## config.mk

```make
export PLATFORM = sky130hd
export DESIGN_NAME = ctrl_ram_datos_flat
export DESIGN_NICKNAME = d
export VERILOG_FILES = /design/src/rtl/ctrl_ram_datos_pkg.sv /design/src/rtl/ctrl_ram_datos_if.sv /design/src/rtl/ctrl_ram_datos_alinear_bytes.sv /design/src/rtl/ctrl_ram_datos.sv /design/src/flat_wrapper.sv
export SDC_FILE = /design/constraint.sdc
export NUM_CORES = 1
export LEC_CHECK = 0
export CAP_MARGIN = 5
export CORE_UTILIZATION = 40
export DETAILED_ROUTE_END_ITERATION = 16
export GPL_ROUTABILITY_DRIVEN = 1
export PLACE_DENSITY = 0.78
export SYNTH_ARGS = -nofsm -noshare
export SYNTH_HDL_FRONTEND = slang
export SYNTH_SLANG_ARGS = --single-unit
```

## constraint.sdc

```tcl
create_clock -name clk -period 2.7 [get_ports clk]
set_input_delay 0.54 -clock clk [delete_from_list [all_inputs] [get_ports clk]]
set_output_delay 0.54 -clock clk [all_outputs]
set_load 0.02 [all_outputs]
```

## src/rtl/ctrl_ram_datos_pkg.sv

```systemverilog
// Shared definitions for the data-RAM load/store controller: RV32I size codes,
// FSM state encoding and the request legality check.
package pkg_mem;

  localparam int ANCHO_PALABRA = 32;

  localparam logic [2:0] TAM_B  = 3'b000;
  localparam logic [2:0] TAM_H  = 3'b001;
  localparam logic [2:0] TAM_W  = 3'b010;
  localparam logic [2:0] TAM_BU = 3'b100;
  localparam logic [2:0] TAM_HU = 3'b101;

  typedef enum logic [2:0] {
    INACTIVO = 3'd0,
    LEER     = 3'd1,
    ESPERA   = 3'd2,
    ESCRIBIR = 3'd3,
    FIN      = 3'd4
  } estado_t;

  // Stores have no unsigned variants, so BU/HU are only legal on loads.
  function automatic logic acceso_invalido(input logic       escribe,
                                           input logic [2:0] tam,
                                           input logic [1:0] byte_bajo);
    logic mal;
    mal = 1'b0;
    case (tam)
      TAM_B:   mal = 1'b0;
      TAM_BU:  mal = escribe;
      TAM_H:   mal = byte_bajo[0];
      TAM_HU:  mal = escribe | byte_bajo[0];
      TAM_W:   mal = |byte_bajo;
      default: mal = 1'b1;
    endcase
    return mal;
  endfunction

endpackage

```

## src/rtl/ctrl_ram_datos_if.sv

```systemverilog
// Core-side request/response bundle of the load/store controller.
// master = memory stage of the core, slave = ctrl_ram_datos.
interface ctrl_ram_datos_if;
  import pkg_mem::*;

  logic                     sol;
  logic                     escribe;
  logic [2:0]               tam;
  logic [31:0]              dir;
  logic [ANCHO_PALABRA-1:0] dato_in;
  logic                     listo;
  logic                     error;
  logic [ANCHO_PALABRA-1:0] dato_out;

  modport master (
    output sol, escribe, tam, dir, dato_in,
    input  listo, error, dato_out
  );

  modport slave (
    input  sol, escribe, tam, dir, dato_in,
    output listo, error, dato_out
  );

endinterface

```

## src/rtl/ctrl_ram_datos_alinear_bytes.sv

```systemverilog
// Byte-lane steering: extracts/extends a load from a RAM word and merges
// byte/half store data into a RAM word. Purely combinational.
module alinear_bytes
  import pkg_mem::*;
(
  input  logic [ANCHO_PALABRA-1:0] palabra,
  input  logic [2:0]               tam,
  input  logic [1:0]               carril,
  input  logic [15:0]              dato_st,
  output logic [ANCHO_PALABRA-1:0] carga,
  output logic [ANCHO_PALABRA-1:0] fusion
);

  logic [7:0]  byte_sel;
  logic [15:0] media_sel;

  always_comb begin
    byte_sel  = palabra[{carril, 3'b000} +: 8];
    media_sel = carril[1] ? palabra[31:16] : palabra[15:0];
    carga     = palabra;
    fusion    = palabra;
    // tam[2] marks the unsigned variants, so it masks the sign bit.
    case (tam[1:0])
      2'b00: begin
        carga = {{24{byte_sel[7] & ~tam[2]}}, byte_sel};
        fusion[{carril, 3'b000} +: 8] = dato_st[7:0];
      end
      2'b01: begin
        carga = {{16{media_sel[15] & ~tam[2]}}, media_sel};
        if (carril[1]) fusion[31:16] = dato_st;
        else           fusion[15:0]  = dato_st;
      end
      default: ;
    endcase
  end

endmodule

```

## src/rtl/ctrl_ram_datos.sv

```systemverilog
// Load/store controller between the core memory stage and a word-wide sync RAM;
// sub-word stores are done as read-modify-write. Define CTRL_RAM_RANGO_EN to
// reject addresses beyond the RAM instead of aliasing them.
module ctrl_ram_datos
  import pkg_mem::*;
#(
  parameter int ANCHO_DIR = 9
) (
  input  logic                     clk,
  input  logic                     rst,
  ctrl_ram_datos_if.slave          nucleo,
  output logic [ANCHO_DIR-1:0]     ram_dir_w,
  output logic                     ram_hab_w,
  output logic [ANCHO_PALABRA-1:0] ram_dat_w,
  output logic [ANCHO_DIR-1:0]     ram_dir_r,
  output logic                     ram_hab_r,
  input  logic [ANCHO_PALABRA-1:0] ram_dat_r
);

  estado_t                  estado_q,   estado_d;
  logic                     escribe_q,  escribe_d;
  logic [2:0]               tam_q,      tam_d;
  logic [ANCHO_DIR+1:0]     dir_q,      dir_d;
  logic [ANCHO_PALABRA-1:0] dato_w_q,   dato_w_d;
  logic [ANCHO_PALABRA-1:0] dato_out_q, dato_out_d;
  logic                     error_q,    error_d;

  logic                     listo;
  logic                     err_nuevo;
  logic                     fuera_rango;
  logic [ANCHO_PALABRA-1:0] carga;
  logic [ANCHO_PALABRA-1:0] fusion;

`ifdef CTRL_RAM_RANGO_EN
  assign fuera_rango = |(nucleo.dir >> (ANCHO_DIR + 2));
`else
  logic unused_dir_alto;
  assign unused_dir_alto = |(nucleo.dir >> (ANCHO_DIR + 2));
  assign fuera_rango     = 1'b0;
`endif

  assign err_nuevo = acceso_invalido(nucleo.escribe, nucleo.tam, nucleo.dir[1:0])
                     | fuera_rango;

  alinear_bytes u_alinear (
    .palabra (ram_dat_r),
    .tam     (tam_q),
    .carril  (dir_q[1:0]),
    .dato_st (dato_w_q[15:0]),
    .carga   (carga),
    .fusion  (fusion)
  );

  always_comb begin
    estado_d   = estado_q;
    escribe_d  = escribe_q;
    tam_d      = tam_q;
    dir_d      = dir_q;
    dato_w_d   = dato_w_q;
    dato_out_d = dato_out_q;
    error_d    = error_q;
    ram_hab_r  = 1'b0;
    ram_hab_w  = 1'b0;
    listo      = 1'b0;

    case (estado_q)
      INACTIVO: begin
        if (nucleo.sol) begin
          escribe_d = nucleo.escribe;
          tam_d     = nucleo.tam;
          dir_d     = nucleo.dir[ANCHO_DIR+1:0];
          dato_w_d  = nucleo.dato_in;
          error_d   = err_nuevo;
          if (err_nuevo)                                estado_d = FIN;
          else if (nucleo.escribe && nucleo.tam == TAM_W) estado_d = ESCRIBIR;
          else                                          estado_d = LEER;
        end
      end
      LEER: begin
        ram_hab_r = 1'b1;
        estado_d  = ESPERA;
      end
      ESPERA: begin
        // The same register carries the store data in and the merged word out.
        if (escribe_q) begin
          dato_w_d = fusion;
          estado_d = ESCRIBIR;
        end else begin
          dato_out_d = carga;
          estado_d   = FIN;
        end
      end
      ESCRIBIR: begin
        ram_hab_w = 1'b1;
        estado_d  = FIN;
      end
      FIN: begin
        listo    = 1'b1;
        estado_d = INACTIVO;
      end
      default: estado_d = INACTIVO;
    endcase
  end

  always_ff @(posedge clk or posedge rst) begin
    if (rst) begin
      estado_q   <= INACTIVO;
      escribe_q  <= 1'b0;
      tam_q      <= 3'b000;
      dir_q      <= '0;
      dato_w_q   <= '0;
      dato_out_q <= '0;
      error_q    <= 1'b0;
    end else begin
      estado_q   <= estado_d;
      escribe_q  <= escribe_d;
      tam_q      <= tam_d;
      dir_q      <= dir_d;
      dato_w_q   <= dato_w_d;
      dato_out_q <= dato_out_d;
      error_q    <= error_d;
    end
  end

  // Enables are decoded from the state register, so reset drops them at once.
  assign ram_dir_r       = dir_q[ANCHO_DIR+1:2];
  assign ram_dir_w       = dir_q[ANCHO_DIR+1:2];
  assign ram_dat_w       = dato_w_q;
  assign nucleo.listo    = listo;
  assign nucleo.error    = error_q;
  assign nucleo.dato_out = dato_out_q;

endmodule

```

## src/flat_wrapper.sv

```systemverilog
// flat-port wrapper written by rule: the top's interface ports become plain ports
module ctrl_ram_datos_flat import pkg_mem::*;
#(
  parameter int ANCHO_DIR = 9
)
  (clk, rst, ram_dir_w, ram_hab_w, ram_dat_w, ram_dir_r, ram_hab_r, ram_dat_r, nucleo_sol, nucleo_escribe, nucleo_tam, nucleo_dir, nucleo_dato_in, nucleo_listo, nucleo_error, nucleo_dato_out);
  ctrl_ram_datos_if nucleo_i ();
  input  logic clk;
  input  logic rst;
  output logic [ANCHO_DIR-1:0] ram_dir_w;
  output logic ram_hab_w;
  output logic [ANCHO_PALABRA-1:0] ram_dat_w;
  output logic [ANCHO_DIR-1:0] ram_dir_r;
  output logic ram_hab_r;
  input  logic [ANCHO_PALABRA-1:0] ram_dat_r;
  input wire logic [$bits(nucleo_i.sol)-1:0] nucleo_sol;
  input wire logic [$bits(nucleo_i.escribe)-1:0] nucleo_escribe;
  input wire logic [$bits(nucleo_i.tam)-1:0] nucleo_tam;
  input wire logic [$bits(nucleo_i.dir)-1:0] nucleo_dir;
  input wire logic [$bits(nucleo_i.dato_in)-1:0] nucleo_dato_in;
  output wire logic [$bits(nucleo_i.listo)-1:0] nucleo_listo;
  output wire logic [$bits(nucleo_i.error)-1:0] nucleo_error;
  output wire logic [$bits(nucleo_i.dato_out)-1:0] nucleo_dato_out;
  assign nucleo_i.sol = nucleo_sol;
  assign nucleo_i.escribe = nucleo_escribe;
  assign nucleo_i.tam = nucleo_tam;
  assign nucleo_i.dir = nucleo_dir;
  assign nucleo_i.dato_in = nucleo_dato_in;
  assign nucleo_listo = nucleo_i.listo;
  assign nucleo_error = nucleo_i.error;
  assign nucleo_dato_out = nucleo_i.dato_out;
  ctrl_ram_datos #(.ANCHO_DIR(ANCHO_DIR)) u_core (.clk(clk), .rst(rst), .nucleo(nucleo_i), .ram_dir_w(ram_dir_w), .ram_hab_w(ram_hab_w), .ram_dat_w(ram_dat_w), .ram_dir_r(ram_dir_r), .ram_hab_r(ram_hab_r), .ram_dat_r(ram_dat_r));
endmodule
```

# Yosys cells after proc, flatten, opt, wreduce, memory -nomap -nowiden
# Index checks and enable logic that the tools add are counted.
[totals]
ff_bits = 83
input_bits = 103
output_inout_bits = 86
word_cells = 57
[classes]
n_addsub = 1
eq_ne = 12
shifts = 3
n_mux = 18
bitwise_logic = 5
reduce_logical = 10
[op_table]
columns = ["operator", "count"]
rows = [
  ["$pmux 32 s2", 3],
  ["$mux 32", 2],
  ["$mux 16", 3],
  ["$bwmux 32", 1],
  ["$shift 8x7->32 const A", 1],
  ["$shiftx 32x6->8", 1],
  ["$shiftx 8x7->32", 1],
  ["$pmux 3 s4", 1],
  ["$eq 3x2->1 const B", 3],
  ["$eq 3x3->1 const B", 3],
  ["$mux 3", 3],
  ["$neg 5->7", 1],
  ["$eq 3x1->1 const B", 2],
  ["$logic_not 3->1", 2],
  ["$pmux 1 s5", 1],
  ["$reduce_and 2->1", 2],
  ["$reduce_and 4->1", 1],
  ["$mux 1", 3],
  ["$ne 3x2->1 const B", 1],
  ["$reduce_and 3->1", 1],
  ["$and 1x1->1", 2],
  ["$eq 2x1->1 const B", 1],
  ["$logic_not 2->1", 1],
  ["$mux 2", 1],
  ["7 further kinds", 8],
]

# Longest topological paths before layout
[logic_depth]
depth_word = 6
mapped_depth = 7
ltp_nobuf = 6

# By module
# From an unflattened synthesis, not the netlist that was laid out.
[unflattened]
hier_cells = 546
hier_area_um2 = 5821.8
[modules_own_cells]
columns = ["module", "instances", "cells_per_inst", "area_per_inst_um2", "seq_area_each_um2"]
rows = [
  ["ctrl_ram_datos", 1, 249, 3804.9, 2077.0],
  ["alinear_bytes", 1, 297, 2016.9, 0.0],
]

# Worst setup path after synthesis
# No wires, ideal clock.
[synth_path]
kind = "reg2reg"
start = "register u_core.dir_q[1]"
end = "register u_core.dato_w_q[30], in the netlist u_core.ram_dat_w[30]"
setup_ps = 83
t_arrival_ps = 1883
required_time_ps = 2617
path_slack_ps = 734
stages_incl_launch_ff = 8
n_path_buf = 1
period_less_slack_ps = 1966
path_cell_list = "dfrtp_1 buf_2 inv_1 ha_1 nor4bb_1 a221o_1 a221oi_1 o21ai_0"
[synth_between]
elab_chain_cells = 6
word_cells_on_any_way = 8
classes_between = "1 x add/sub; 2 x shift; 5 x mux"
[synth_lines]
columns = ["element", "line", "rtl"]
rows = [
  ["start, declared", "ctrl_ram_datos.sv:23", "logic [ANCHO_DIR+1:0] dir_q, dir_d;"],
  ["start signal, assigned", "ctrl_ram_datos.sv:118", "dir_q <= dir_d;"],
  ["$neg 5->7", "ctrl_ram_datos_alinear_bytes.sv:26", "fusion[{carril, 3'b000} +: 8] = dato_st[7:0];"],
  ["$shiftx 8x7->32 / $shift 8x7->32 (equally long branches)", "ctrl_ram_datos_alinear_bytes.sv:26", ""],
  ["$bwmux 32", "ctrl_ram_datos_alinear_bytes.sv:26", ""],
  ["$pmux 32 s2 *", "ctrl_ram_datos_alinear_bytes.sv:23", "case (tam[1:0])"],
  ["$mux 32 *", "ctrl_ram_datos.sv:85", "if (escribe_q) begin"],
  ["$pmux 32 s2 *", "ctrl_ram_datos.sv:66", "case (estado_q)"],
  ["end signal, assigned", "ctrl_ram_datos.sv:119", "dato_w_q <= dato_w_d;"],
  ["end, declared", "ctrl_ram_datos.sv:24", "logic [ANCHO_PALABRA-1:0] dato_w_q, dato_w_d;"],
]
# Every way passes the cells marked *; elsewhere a longest branch is shown, timed or not. The select of a mux whose other input is x is not followed.
# A chain may end at the register's enable or synchronous reset.

# Final worst setup path
[layout_path]
start = "register u_core.estado_q[1]"
end = "output port ram_hab_w"
[layout_between]
elab_chain_cells = 2
[layout_lines]
columns = ["element", "line", "rtl"]
rows = [
  ["start, declared", "ctrl_ram_datos.sv:20", "estado_t estado_q, estado_d;"],
  ["start signal, assigned", "ctrl_ram_datos.sv:115", "estado_q <= estado_d;"],
  ["$eq 3x2->1", "ctrl_ram_datos.sv:66", ""],
  ["$mux 1", "ctrl_ram_datos.sv:66", ""],
  ["end, declared", "flat_wrapper.sv:11", "output logic ram_hab_w;"],
]
# Every way passes these cells.

==> summary.md <==
| Metric | Value |
|---|---|
| H-tree Lvls | `3` |
| DRC errors left | `0` |
| Max-slew violations | `0` |
| RSZ-0062 raised after global routing | `false` |
| First-pass GRT wire length | `23,300 um` |
| Crit path max-delay cell type | `clkdlybuf4s50_1` |
| Remaining antenna violation count after routing | `0` |
| N_diodes | `0` |
| Total CTS buffers | `9` |
| CP startpoint kind | `flop` |
| Synth top area cells | `dfrtp_1 (44%), nand2_1 (5.1%), a221oi_1 (4.6%)` |
| Post-synth EDFFs | `0` |
| Final period utilization | `0.8545` |
| Crit path max fanout | `10` |
| CORE AREA | `11,470 um^2` |
| Most numerous cell in the Yosys netlist | `dfrtp_1` |
| Sequential power share | `0.291` |
| Reg area | `2077 um^2` |
| Most frequent cells after synthesis | `dfrtp_1 (83), nand2_1 (64), nand3_1 (34)` |
| Worst path cell trace | `inv_1 > nor3b_1 > clkdlybuf4s50_1` |
| Tightest Pin Transition | `0.8960 ns` |
| Sequential-to-total area share from yosys stat | `0.4390` |
| Setup Skew | `0.007992 ns` |
| Final setup fails | `0` |
| Post-route cell area | `6643 um^2` |
| MaxCap Viol Count | `0` |
| Post-synth top area share | `0.4390` |
| Setup Total Neg Slack | `0 ns` |
| Fmax achieved | `0.4335 GHz` |
| Outcome | `complete, no violations` |
| Clock group share of total power | `0.142` |
| Setup CP Type | `flop to output pin` |
| Io pins | `189` |
| Logic pwr share | `0.567` |
| Vias per cell | `5.718` |
| Syn Area/Cell | `9.655 um^2` |
| Avg WL per Cell | `18.74 um` |
| GR Overflow Total | `0` |
| Post-CTS Setup Bufs | `0` |
| FF+latch count, synth | `83` |
| Skew-Pair Late Insertion Delay | `0.34 ns` |
| WP buf/inv | `2` |
| Port Buf Inserts | `167` |
| Layout cells sized above 1 | `0.09683` |
| Clock Path Buffers | `2` |
| Placed instance area | `6361 um^2` |
| Mapped Cells | `490` |
| Nets | `733` |
| DP HPWL | `10,790 um` |
| Switch share | `0.4368` |
| Power Density | `1241 nW/um^2` |
| Synth warn | `0` |
| Largest net degree at the start of global routing | `84` |
| Clk root buf | `clkbuf_16` |
| Vias | `4,420` |
| RePlAce Congestion | `0.8606` |
| Fill count | `979` |
| Syn nets | `598` |
| Minimum clock period | `2.307 ns` |
| Die X | `110.8 um` |
| Vias in the first global route | `4,302` |
| CTS resizes | `0` |
| Die area | `12,270 um^2` |
| Clock transition at path regs | `0.06 ns` |
| Dominant cell type by area after synthesis | `dfrtp_1` |
| DR pass1 iterations | `5` |
| GR Util All Layers | `0.2427` |
| Final hold vios | `0` |
| Multi-input logic area | `2296 um^2` |
| Final Util | `0.5793` |
| Area growth syn-to-layout | `40.41%` |
| Drt initial violations | `354` |
| Die H | `110.8 um` |
| Top_reg_cell synth | `dfrtp_1` |
| Net Switching | `3.602 mW` |
| VDD IR max | `665.0 uV` |
| Std cell rows | `39` |
| Crit path arrival time | `1.77 ns` |
| Hold Buf Count CTS | `0` |
| Worst path top cell family by delay | `buffers and inverters` |
| TritonCTS clock tree | `done` |
| Post-synthesis cell area | `4731 um^2` |
| CP peak stage delay | `0.63 ns` |
| Worst Path Required | `2.16 ns` |
| P_leak | `2.681 nW` |
| Cell Int Power | `4.644 mW` |
| Clk sink count | `83` |
| Total routed wirelength | `14,490 um` |
| Max transition margin | `0.4027` |
| Initial Util | `0.4125` |
| Initial antenna violation count | `0` |
| Worst hold-check path type | `flop to flop` |
| Crit end category | `output pin` |
| Synth unique cells | `54` |
| Async SR Flop Fraction | `1.000` |
==> power groups by stage <==
stage	Combinational, mW	Sequential (mW)	Clock, mW
2_1_floorplan	2.55	2.82	0
4_1_cts	4.70	2.40	1.19
5_1_grt	5.02	2.49	1.24
3_5_place_dp	4.68	2.41	0
3_3_place_gp	4.59	2.39	0
6_report	4.68	2.40	1.17
==> placed cells by master (no fill, tap or decap), types with 9 or more instances in the layout <==
master / Yosys / final
buf_4: 21 / 11
clkbuf_16: 0 / 9
a221oi_1: 25 / 25
dfrtp_1: 83 / 83
nand3_1: 34 / 34
nor2_1: 19 / 19
mux2i_1: 16 / 16
o2bb2ai_1: 9 / 9
nor3b_1: 12 / 12
nand2_1: 64 / 64
clkdlybuf4s50_1: 0 / 167
o21ai_1: 14 / 14
mux2_2: 18 / 18
o21ai_0: 32 / 32
==> sequential cells by signal (all words and copies together), names as in the netlist <==
register / flops
u_core.tam_q: 3
u_core.nucleo.error: 1
u_core.estado_q: 3
u_core.nucleo.dato_out: 32
u_core.escribe_q: 1
u_core.dir_q: 11
u_core.ram_dat_w: 32
==> worst paths after layout <==
path	cells after the start	slack, ns	end	startpoint
worst min register to register	2	0.48	u_core.nucleo.dato_out[5]	u_core.nucleo.dato_out[5]
max in group asynchronous	3	1.73	u_core.ram_dat_w[30]	rst
worst max register to register	6	0.45	u_core.ram_dat_w[30]	u_core.dir_q[0]
worst min-delay path	2	0.48	u_core.nucleo.dato_out[5]	u_core.nucleo.dato_out[5]
worst max-delay path	3	0.39	ram_hab_w	u_core.estado_q[1]
min in group asynchronous	3	0.62	u_core.dir_q[5]	rst
==> per-layer routing <==
layer | part of all wire | track usage | routed length [um]
met1 | 0.41 | 0.3184 | 5986
met2 | 0.48 | 0.3818 | 6882
met4 | 0.027 | 0.1058 | 391
met5 | 0 | 0 | 0
met3 | 0.085 | 0.05741 | 1227
==> per-stage QoR <==
| stage | total power, mW | hold slack (ns) | worst slack, ns | instances |
|---|---|---|---|---|
| 2_1_floorplan | 5.368 | 0.4879 | 0.02321 | 490 |
| 3_3_place_gp | 6.979 | 0.4702 | 0.4724 | 757 |
| 3_5_place_dp | 7.093 | 0.4744 | 0.3875 | 757 |
| 4_1_cts | 8.280 | 0.4880 | 0.3984 | 773 |
| 5_1_grt | 8.756 | 0.5099 | 0.2309 | 773 |
| 6_report | 8.246 | 0.4803 | 0.3929 | 773 |
==> final cells by class <==
type                    count  share of cell area
multi-input cells         343              0.3456
inverters                   9            0.005274
flip-flops and latches     83              0.3127
clock buffers              12             0.03861
clock inverters             4            0.003767
repair buffers            179              0.2671
well taps                 143             0.02694
==> logic make-up (layout without fill, tap and decap cells) <==
logic type / after synthesis / after routing / synth area share
buffers and inverters: 64 / 204 / 0.07564
muxes: 34 / 34 / 0.07670
and+or+nand+nor: 165 / 165 / 0.1785
DFF: 83 / 83 / 0.4390
adders and majority gates: 5 / 5 / 0.01322
AOI/OAI and AO/OA: 139 / 139 / 0.2169
==> tightest hold or removal path, cell delays in order, from the launching register on <==
cell and delay, ns:
dfrtp_1 0.34, nand2_1 0.04, o21ai_0 0.06
No activity file was read; power rests on OpenSTA's default activity.
